**config.mk**
```make
export PLATFORM = sky130hd
export DESIGN_NAME = branch_predictor
export DESIGN_NICKNAME = d
export VERILOG_FILES = /design/src/rtl/branch_predictor_pkg.sv /design/src/rtl/branch_predictor_sat_counter.sv /design/src/rtl/branch_predictor.sv
export SDC_FILE = /design/constraint.sdc
export NUM_CORES = 2
export LEC_CHECK = 0
export ABC_CLOCK_PERIOD_IN_PS = 6700
export CAP_MARGIN = 15
export CORE_UTILIZATION = 60
export CTS_CLUSTER_DIAMETER = 200
export DETAILED_ROUTE_END_ITERATION = 7
export HOLD_SLACK_MARGIN = 0.08
export PLACE_DENSITY = 0.77
export SETUP_SLACK_MARGIN = 0.4
export SYNTH_ARGS = -nofsm -noshare
export SYNTH_HDL_FRONTEND = slang
export SYNTH_SLANG_ARGS = --single-unit
export TNS_END_PERCENT = 1
```
**constraint.sdc**
```tcl
create_clock -name clk -period 6.7 [get_ports clk]
set_clock_uncertainty 0.15 [all_clocks]
set_input_delay 1.34 -clock clk [delete_from_list [all_inputs] [get_ports clk]]
set_output_delay 1.34 -clock clk [all_outputs]
set_load 0.05 [all_outputs]
```
**src/rtl/branch_predictor_pkg.sv**
```systemverilog
// Shared types and constants for the branch predictor: counter type,
// weakly-not-taken reset value and the sequential PC step.
package branch_predictor_pkg;

  localparam int unsigned PC_STEP = 4;
  localparam int unsigned CTR_W   = 2;

  typedef logic [CTR_W-1:0] ctr_t;

  localparam ctr_t CTR_WEAK_NT = ctr_t'((1 << (CTR_W - 1)) - 1);

  // Weakly-not-taken value for any counter width 1..4 (0 for a 1-bit counter).
  function automatic logic [3:0] weakNotTaken(input int unsigned w);
    return 4'((1 << (w - 1)) - 1);
  endfunction

endpackage

```
**src/rtl/branch_predictor_sat_counter.sv**
```systemverilog
// Saturating up/down counter step: produces the next value of a W-bit
// counter, holding at 0 and at all-ones.
module sat_counter #(
  parameter int W = 2
) (
  input  logic         inc,
  input  logic         dec,
  input  logic [W-1:0] cur,
  output logic [W-1:0] nxt
);

  always_comb begin
    nxt = cur;
    if (inc && !dec && (cur != {W{1'b1}})) begin
      nxt = cur + W'(1);
    end else if (dec && !inc && (cur != '0)) begin
      nxt = cur - W'(1);
    end
  end

endmodule

```
**src/rtl/branch_predictor.sv**
```systemverilog
// Dynamic branch predictor: direct-mapped tagged BTB plus a table of
// saturating counters, bimodal or gshare indexed, with mispredict counting.
module branch_predictor
  import branch_predictor_pkg::*;
#(
  parameter int XLEN      = 32,
  parameter int ENTRIES   = 64,
  parameter int TAG_WIDTH = 8,
  parameter int CTR_WIDTH = 2,
  parameter int GHR_WIDTH = 0,
  parameter int CNT_WIDTH = 16
) (
  input  logic                 clk,
  input  logic                 rst,
  input  logic [XLEN-1:0]      lookupPc,
  output logic                 predTaken,
  output logic [XLEN-1:0]      predTarget,
  output logic                 btbHit,
  input  logic                 updValid,
  input  logic [XLEN-1:0]      updPc,
  input  logic                 updIsJump,
  input  logic                 updTaken,
  input  logic [XLEN-1:0]      updTarget,
  input  logic                 updPredTaken,
  input  logic [XLEN-1:0]      updPredTarget,
  output logic                 mispredict,
  output logic [CNT_WIDTH-1:0] mispredictCount
);

  localparam int IDX = $clog2(ENTRIES);

  logic                 validQ  [ENTRIES];
  logic                 isJumpQ [ENTRIES];
  logic [TAG_WIDTH-1:0] tagQ    [ENTRIES];
  logic [XLEN-1:0]      targetQ [ENTRIES];
  logic [CTR_WIDTH-1:0] ctrQ    [ENTRIES];

  logic [IDX-1:0]       lkIdx;
  logic [IDX-1:0]       lkCtrIdx;
  logic [TAG_WIDTH-1:0] lkTag;
  logic [IDX-1:0]       upIdx;
  logic [IDX-1:0]       upCtrIdx;
  logic [TAG_WIDTH-1:0] upTag;
  logic [IDX-1:0]       ghrIdx;

  logic                 ctrWrite;
  logic                 btbWrite;
  logic [CTR_WIDTH-1:0] ctrCur;
  logic [CTR_WIDTH-1:0] ctrNext;
  logic                 misCond;
  logic [CNT_WIDTH-1:0] cntNext;
  logic                 unusedUpdPcBits;

  assign lkIdx    = lookupPc[IDX+1:2];
  assign lkTag    = lookupPc[IDX+TAG_WIDTH+1:IDX+2];
  assign lkCtrIdx = lkIdx ^ ghrIdx;

  assign upIdx    = updPc[IDX+1:2];
  assign upTag    = updPc[IDX+TAG_WIDTH+1:IDX+2];
  assign upCtrIdx = upIdx ^ ghrIdx;

  assign unusedUpdPcBits = ^{updPc[1:0], updPc[XLEN-1:IDX+TAG_WIDTH+2]};

  // Lookup reads the arrays as they stand this cycle, so a same-cycle
  // update to the same entry is only visible from the next cycle.
  assign btbHit     = validQ[lkIdx] && (tagQ[lkIdx] == lkTag);
  assign predTaken  = btbHit && (isJumpQ[lkIdx] || ctrQ[lkCtrIdx][CTR_WIDTH-1]);
  assign predTarget = predTaken ? targetQ[lkIdx] : lookupPc + XLEN'(PC_STEP);

  assign ctrWrite = updValid && !updIsJump;
  assign btbWrite = updValid && updTaken;
  assign ctrCur   = ctrQ[upCtrIdx];

  sat_counter #(.W(CTR_WIDTH)) uCtrSat (
    .inc (updTaken),
    .dec (!updTaken),
    .cur (ctrCur),
    .nxt (ctrNext)
  );

  always_ff @(posedge clk) begin
    if (rst) begin
      for (int i = 0; i < ENTRIES; i++) begin
        validQ[i] <= 1'b0;
        ctrQ[i]   <= CTR_WIDTH'(weakNotTaken(CTR_WIDTH));
      end
    end else begin
      if (btbWrite) validQ[upIdx] <= 1'b1;
      if (ctrWrite) ctrQ[upCtrIdx] <= ctrNext;
    end
  end

  // Payload arrays are qualified by validQ, so they carry no reset.
  always_ff @(posedge clk) begin
    if (btbWrite && !rst) begin
      tagQ[upIdx]    <= upTag;
      targetQ[upIdx] <= updTarget;
      isJumpQ[upIdx] <= updIsJump;
    end
  end

  generate
    if (GHR_WIDTH > 0) begin : genGshare
      logic [GHR_WIDTH-1:0] ghrQ;

      always_ff @(posedge clk) begin
        if (rst) begin
          ghrQ <= '0;
        end else if (ctrWrite) begin
          ghrQ <= (ghrQ << 1) | GHR_WIDTH'(updTaken);
        end
      end

      assign ghrIdx = IDX'(ghrQ);
    end else begin : genBimodal
      assign ghrIdx = '0;
    end
  endgenerate

  assign misCond = updValid &&
                   ((updTaken != updPredTaken) ||
                    (updTaken && (updTarget != updPredTarget)));

  sat_counter #(.W(CNT_WIDTH)) uCntSat (
    .inc (misCond),
    .dec (1'b0),
    .cur (mispredictCount),
    .nxt (cntNext)
  );

  always_ff @(posedge clk) begin
    if (rst) begin
      mispredict      <= 1'b0;
      mispredictCount <= '0;
    end else begin
      mispredict      <= misCond;
      mispredictCount <= cntNext;
    end
  end

endmodule

```
Word-level counts from Yosys, hierarchy flattened
Memories as Yosys holds them, arrays and structs flattened.
Cells that the tools add are included.

word-level totals
  bits in registers = 17
  memory bits (writable) = 2816
  input bits = 134
  output and inout port bits = 51
  memories = 5

memories
  memory   words  width  rd ports  clocked after Yosys merged registers in  wr ports  line                    source
  targetQ  64     32     1         0                                        1         branch_predictor.sv:35  logic [XLEN-1:0] targetQ [ENTRIES];
  tagQ     64     8      1         0                                        1         branch_predictor.sv:34  logic [TAG_WIDTH-1:0] tagQ [ENTRIES];
  ctrQ     64     2      2         0                                        64        branch_predictor.sv:36  logic [CTR_WIDTH-1:0] ctrQ [ENTRIES];
  isJumpQ  64     1      1         0                                        1         branch_predictor.sv:33  logic isJumpQ [ENTRIES];
  validQ   64     1      1         0                                        64        branch_predictor.sv:32  logic validQ [ENTRIES];

cells by class
  add/sub/neg operators = 4
  eq/ne operators = 5
  mux-type cells = 19
  reductions and logical operators = 18

operators by type and width
  kind                                               count
  adder 32 x 3 -> 32 bit (second input constant)     1
  two-way mux 32 bit                                 1
  inequality test 32 bit                             1
  adder 16 x 1 -> 16 bit (second input constant)     1
  inequality test 16 bit (second input constant)     1
  two-way mux 1 bit                                  13
  two-way mux 6 bit                                  2
  logical AND 1 bit                                  10
  equality test 8 bit                                1
  two-way mux 2 bit                                  3
  logical NOT 1 bit                                  3
  adder 2 x 1 -> 2 bit (second input constant)       1
  logical OR 1 bit                                   2
  inequality test 2 bit (second input constant)      1
  nonzero test 2 bit                                 1
  OR reduction 2 bit                                 1
  subtractor 2 x 1 -> 2 bit (second input constant)  1
  inequality test 1 bit                              1
  OR reduction 1 bit                                 1

Depth between registers and ports, before layout
  depth in word-level cells = 7
  gate-level depth with buffers = 15
  gate-level depth less buffers = 13

Hierarchy
A second synthesis with hierarchy kept.

unflattened totals
  cells, all modules = 5273
  area total of the unflattened synthesis = 111359.3 µm²

by module, submodules not included
  module                 instances  cells an instance  area each (µm²)  seq. area each (µm²)
  branch_predictor       1          5156               110558.5         84260.8
  sat_counter (uCntSat)  1          101                699.4            0.0
  sat_counter (uCtrSat)  1          16                 101.3            0.0

Least setup slack after synthesis
Ideal clock, no wire load.

  kind = input port to output port
  start point = input port lookupPc[2]
  end point = output port predTarget[10]
  data arrival time = 4.713 ns
  slack = 0.497 ns
  cell stages on the path = 12
  buffers on the path = 4
  cells stage by stage = buf_4 > buf_6 > buf_2 > mux4_2 > o22ai_1 > nor2_1 > a221oi_1 > xor2_1 > nand4_1 > nor3_4 > buf_6 > mux2i_1

between the ends
  longest elaborated chain between the ends = 5

RTL lines
  element                   line                    source
  start: declaration        branch_predictor.sv:15  input logic [XLEN-1:0] lookupPc,
  memory read (64 x 8 bit)  n/a
  equality test 8 bit       branch_predictor.sv:66  assign btbHit = validQ[lkIdx] && (tagQ[lkIdx] == lkTag);
  logical AND 1 bit         branch_predictor.sv:66
  logical AND 1 bit (*)     branch_predictor.sv:67  assign predTaken = btbHit && (isJumpQ[lkIdx] || ctrQ[lkCtrIdx][CTR_WIDTH-1]);
  named net predTaken       branch_predictor.sv:16  output logic predTaken,
  two-way mux 32 bit (*)    branch_predictor.sv:68  assign predTarget = predTaken ? targetQ[lkIdx] : lookupPc + XLEN'(PC_STEP);
  end: declaration          branch_predictor.sv:17  output logic [XLEN-1:0] predTarget,

Mark *: on every way through the listed nets, which the timed path passes. The rest lies on a longest branch.

Worst setup path after layout
  start point = input port lookupPc[2]
  end point = output port predTarget[14]

between the ends
  longest elaborated chain between the ends = 5

RTL lines
  element                   line
  memory read (64 x 8 bit)  n/a
  equality test 8 bit       branch_predictor.sv:66
  logical AND 1 bit         branch_predictor.sv:66
  logical AND 1 bit         branch_predictor.sv:67
  two-way mux 32 bit (*)    branch_predictor.sv:68

Mark *: on every way between the ends. The rest lies on a longest branch, timed or not.

==> summary.txt <==
Synthesis
  – Synth top area share: 0.7423
  – Synth Flop Type: edfxtp_1
  – Mapped cell area: 0.1113 mm2
  – Syn Inst Count: 5274
  – Async S/R FF share, synth: 0
  – Largest area contributor in the netlist: edfxtp_1
  – Register area share after synthesis: 0.7569
  – EDFF count, synth: 2752
  – Synth top cells by count: edfxtp_1 (2752), mux4_2 (713), mux2i_1 (188), clkbuf_1 (163), nor2_1 (150)
  – Cell variety after synth: 67
  – Seq cells post-synth: 2833
  – Syn nets: 5412
  – Syn Area/Cell: 21.11 um2
  – Top post-synthesis cells by area: edfxtp_1 (74%), mux4_2 (14%), mux2i_1 (1.7%)
  – Synth Warn #: 0
  – Most frequent cell after synthesis: edfxtp_1

Layout
  – Share of layout cells above drive strength 1: 0.2755
  – Layout area overhead: 14.30%
  – Layout Nets: 5860
  – Design area: 0.1272 mm2
  – Fillers: 10470
  – Fin util: 0.6928
  – Final Non-Filler Cells: 8386

Pwr
  – Switching Fraction: 0.2160
  – Combinational share of power: 0.059
  – Clock power share: 0.415
  – P_leak: 40.34 nW
  – Maximum VDD drop: 0.2678 mV
  – Design Power: 37.09 mW
  – Seq pwr share: 0.526
  – P_sw: 8.010 mW
  – Cell internal pwr: 29.08 mW
  – Power density over cell area: 291.5 mW/mm2

Flow run
  – Max_cap viols: 0

STA
  – Fin crit period: 6349 ps
  – Final Max Tran Viols: 0
  – Worst-Margin Slew: 1257 ps
  – Final worst setup slack: 351.3 ps
  – Fmax: 157.5 MHz
  – Setup TNS: 0 ps
  – Worst slew margin: 0.1619
  – Finish-stage setup viols: 0
  – Hold Violations, Final: 0
  – Final Cycle Share: 0.9476
  – RSZ-0062 raised after global routing: yes
  – Final hold slack: 321.1 ps

Die
  – Initial cell density of the core: 0.6061
  – Die Wd: 432.8 um
  – Die ar.: 0.1873 mm2
  – Core footprint: 0.1837 mm2
  – Die H: 432.8 um
  – # rows: 157
  – I/O pin total: 185

Placed design
  – Number of port buffers: 166
  – Pre-CTS setup slack: -36.79 ps
  – Final GP Congestion: 0.9536
  – HPWL Detailed: 172400 um
  – Dpl cell area: 0.1177 mm2
  – # placed instances: 7865

GRT
  – Vias in the first global route: 60220
  – Total gr overflow: 0
  – First-pass GRT wire length: 454100 um
  – Maximum number of pins on one net before global-route repair: 113
  – Initial antenna violation count: 12
  – Tot GR Track Use: 0.3542

Detailed routing
  – DRC Markers: 0
  – Via/cell ratio: 7.236
  – Wire per inst: 39.41 um
  – Drt pass-1 iters: 8
  – Top Layer Used: met5
  – Met3 wire len: 42000 um
  – Wl on met1: 107400 um
  – Total wire length: 330500 um
  – DR iter-0 viols: 10340
  – Via count: 60680
  – Antenna viol nets, final: 0
  – Routed wl met2: 156600 um

Clocking
  – CTS Buffer Depth: 4
  – Worst-Skew Late Latency: 920 ps
  – Root buffer cell: clkbuf_16
  – H-tree depth: 5
  – Hold buffers post-CTS: 0
  – Num CTS Buffers: 291
  – Sink Count: 2833
  – Worst-path clk slew: 60 ps
  – CTS tree: yes

Critical path
  – Required @ worst endpoint: 5210 ps
  – Worst setup SP type: primary input
  – CP Max Fanout: 8
  – WS Path Type: primary input to primary output
  – CP Data Arrival Time: 4860 ps
  – Crit. End Element: primary output

Status
  – Status: finished, final reports clean

Worst hold path
  – Tightest Hold Check Type: flop to flop
## final timing paths
kind                             start                   endpoint  slack, ps  cells after the start
min reg2reg          validQ[6]$_DFF_P_          validQ[6]$_DFF_P_        320                      2
max                        lookupPc[2]             predTarget[14]        350                     16
min                  validQ[6]$_DFF_P_          validQ[6]$_DFF_P_        320                      2
max reg2reg  ctrQ[44][0]$_SDFFCE_PN1P_  ctrQ[31][1]$_SDFFCE_PN0P_       3000                     11
## cell usage in the layout (no fill, tap or decap), types with 30 or more instances in the layout
cell and n:
a31oi_1 30, dfxtp_1 81, edfxtp_1 2752, nand2_1 86
clkinv_2 39, clkbuf_16 302, mux2i_1 185, nor3_1 96
clkdlybuf4s50_1 84, nor2_4 64, a21o_1 66, xor2_1 52
inv_1 70, mux4_2 713, clkbuf_1 55, nor2_1 84
a22oi_1 76, buf_4 266, o22ai_1 86, nand3_1 87
buf_2 41, clkinv_1 63, a21oi_1 51, buf_12 75
## worst max-delay path, stage by stage
cell and delay [ps]:
buf_16 140, buf_12 160, mux4_2 530, a22o_1 260, a2111oi_4 410, a31oi_1 90
buf_4 200, xor2_1 160, o21ai_2 160, nand4_1 190, nor3_4 300, buf_12 190
buf_12 180, mux2i_1 200, buf_4 170, buf_12 140
## cells by family (layout without fill, tap and decap cells)
logic type / after synthesis / in the layout / synth area share
compound gates: 456 / 456 / 0.02861
other cells: 0 / 5 / 0
simple gates: 552 / 552 / 0.02406
xor+xnor: 82 / 82 / 0.006451
fa+ha+maj: 4 / 4 / 0.0004496
mux: 938 / 938 / 0.1658
flops: 2833 / 2833 / 0.7569
buf+inv: 409 / 1052 / 0.01771
## flip-flops by register name, indices dropped and copies added (netlist names)
register / flops
tagQ: 512
ctrQ: 128
mispredictCount: 16
validQ: 64
mispredict: 1
targetQ: 2048
isJumpQ: 64
## timing repair
item | in CTS | in global routing
cloned | 3 | 3
resized for setup | 32 | 31
setup endpoints to repair | 32 | 33
buffers inserted | 11 | 9
pin swaps | 5 | 10
## cell type report
cell class | count | area [um2] | share of cell area
flip-flops and latches | 2833 | 84260 | 0.6622
well taps | 2464 | 3083 | 0.02423
clock buffers | 358 | 7737 | 0.06081
repair buffers | 491 | 5026 | 0.03950
multi-input cells | 2032 | 25820 | 0.2029
diodes | 5 | 12.51 | 0.00009833
inverters | 73 | 282.8 | 0.002222
clock inverters | 130 | 1021 | 0.008024
## power groups by stage
stage	clock network (mW)	registers (mW)	logic, mW
floorplan	0	19.9	1.16
global placement	0	19.9	2.02
detailed placement	0	19.9	2.07
CTS	15.4	19.5	2.13
global route	16.0	19.5	2.26
finish	15.4	19.5	2.20
## layer usage
layer  vias to the layer above  GRT usage
li1                      22980          -
met1                     31060     0.4494
met2                      5478     0.5575
met3                      1151    0.08605
met4                         8     0.2168
met5                         -          0
(Power assumes the default switching activity.)
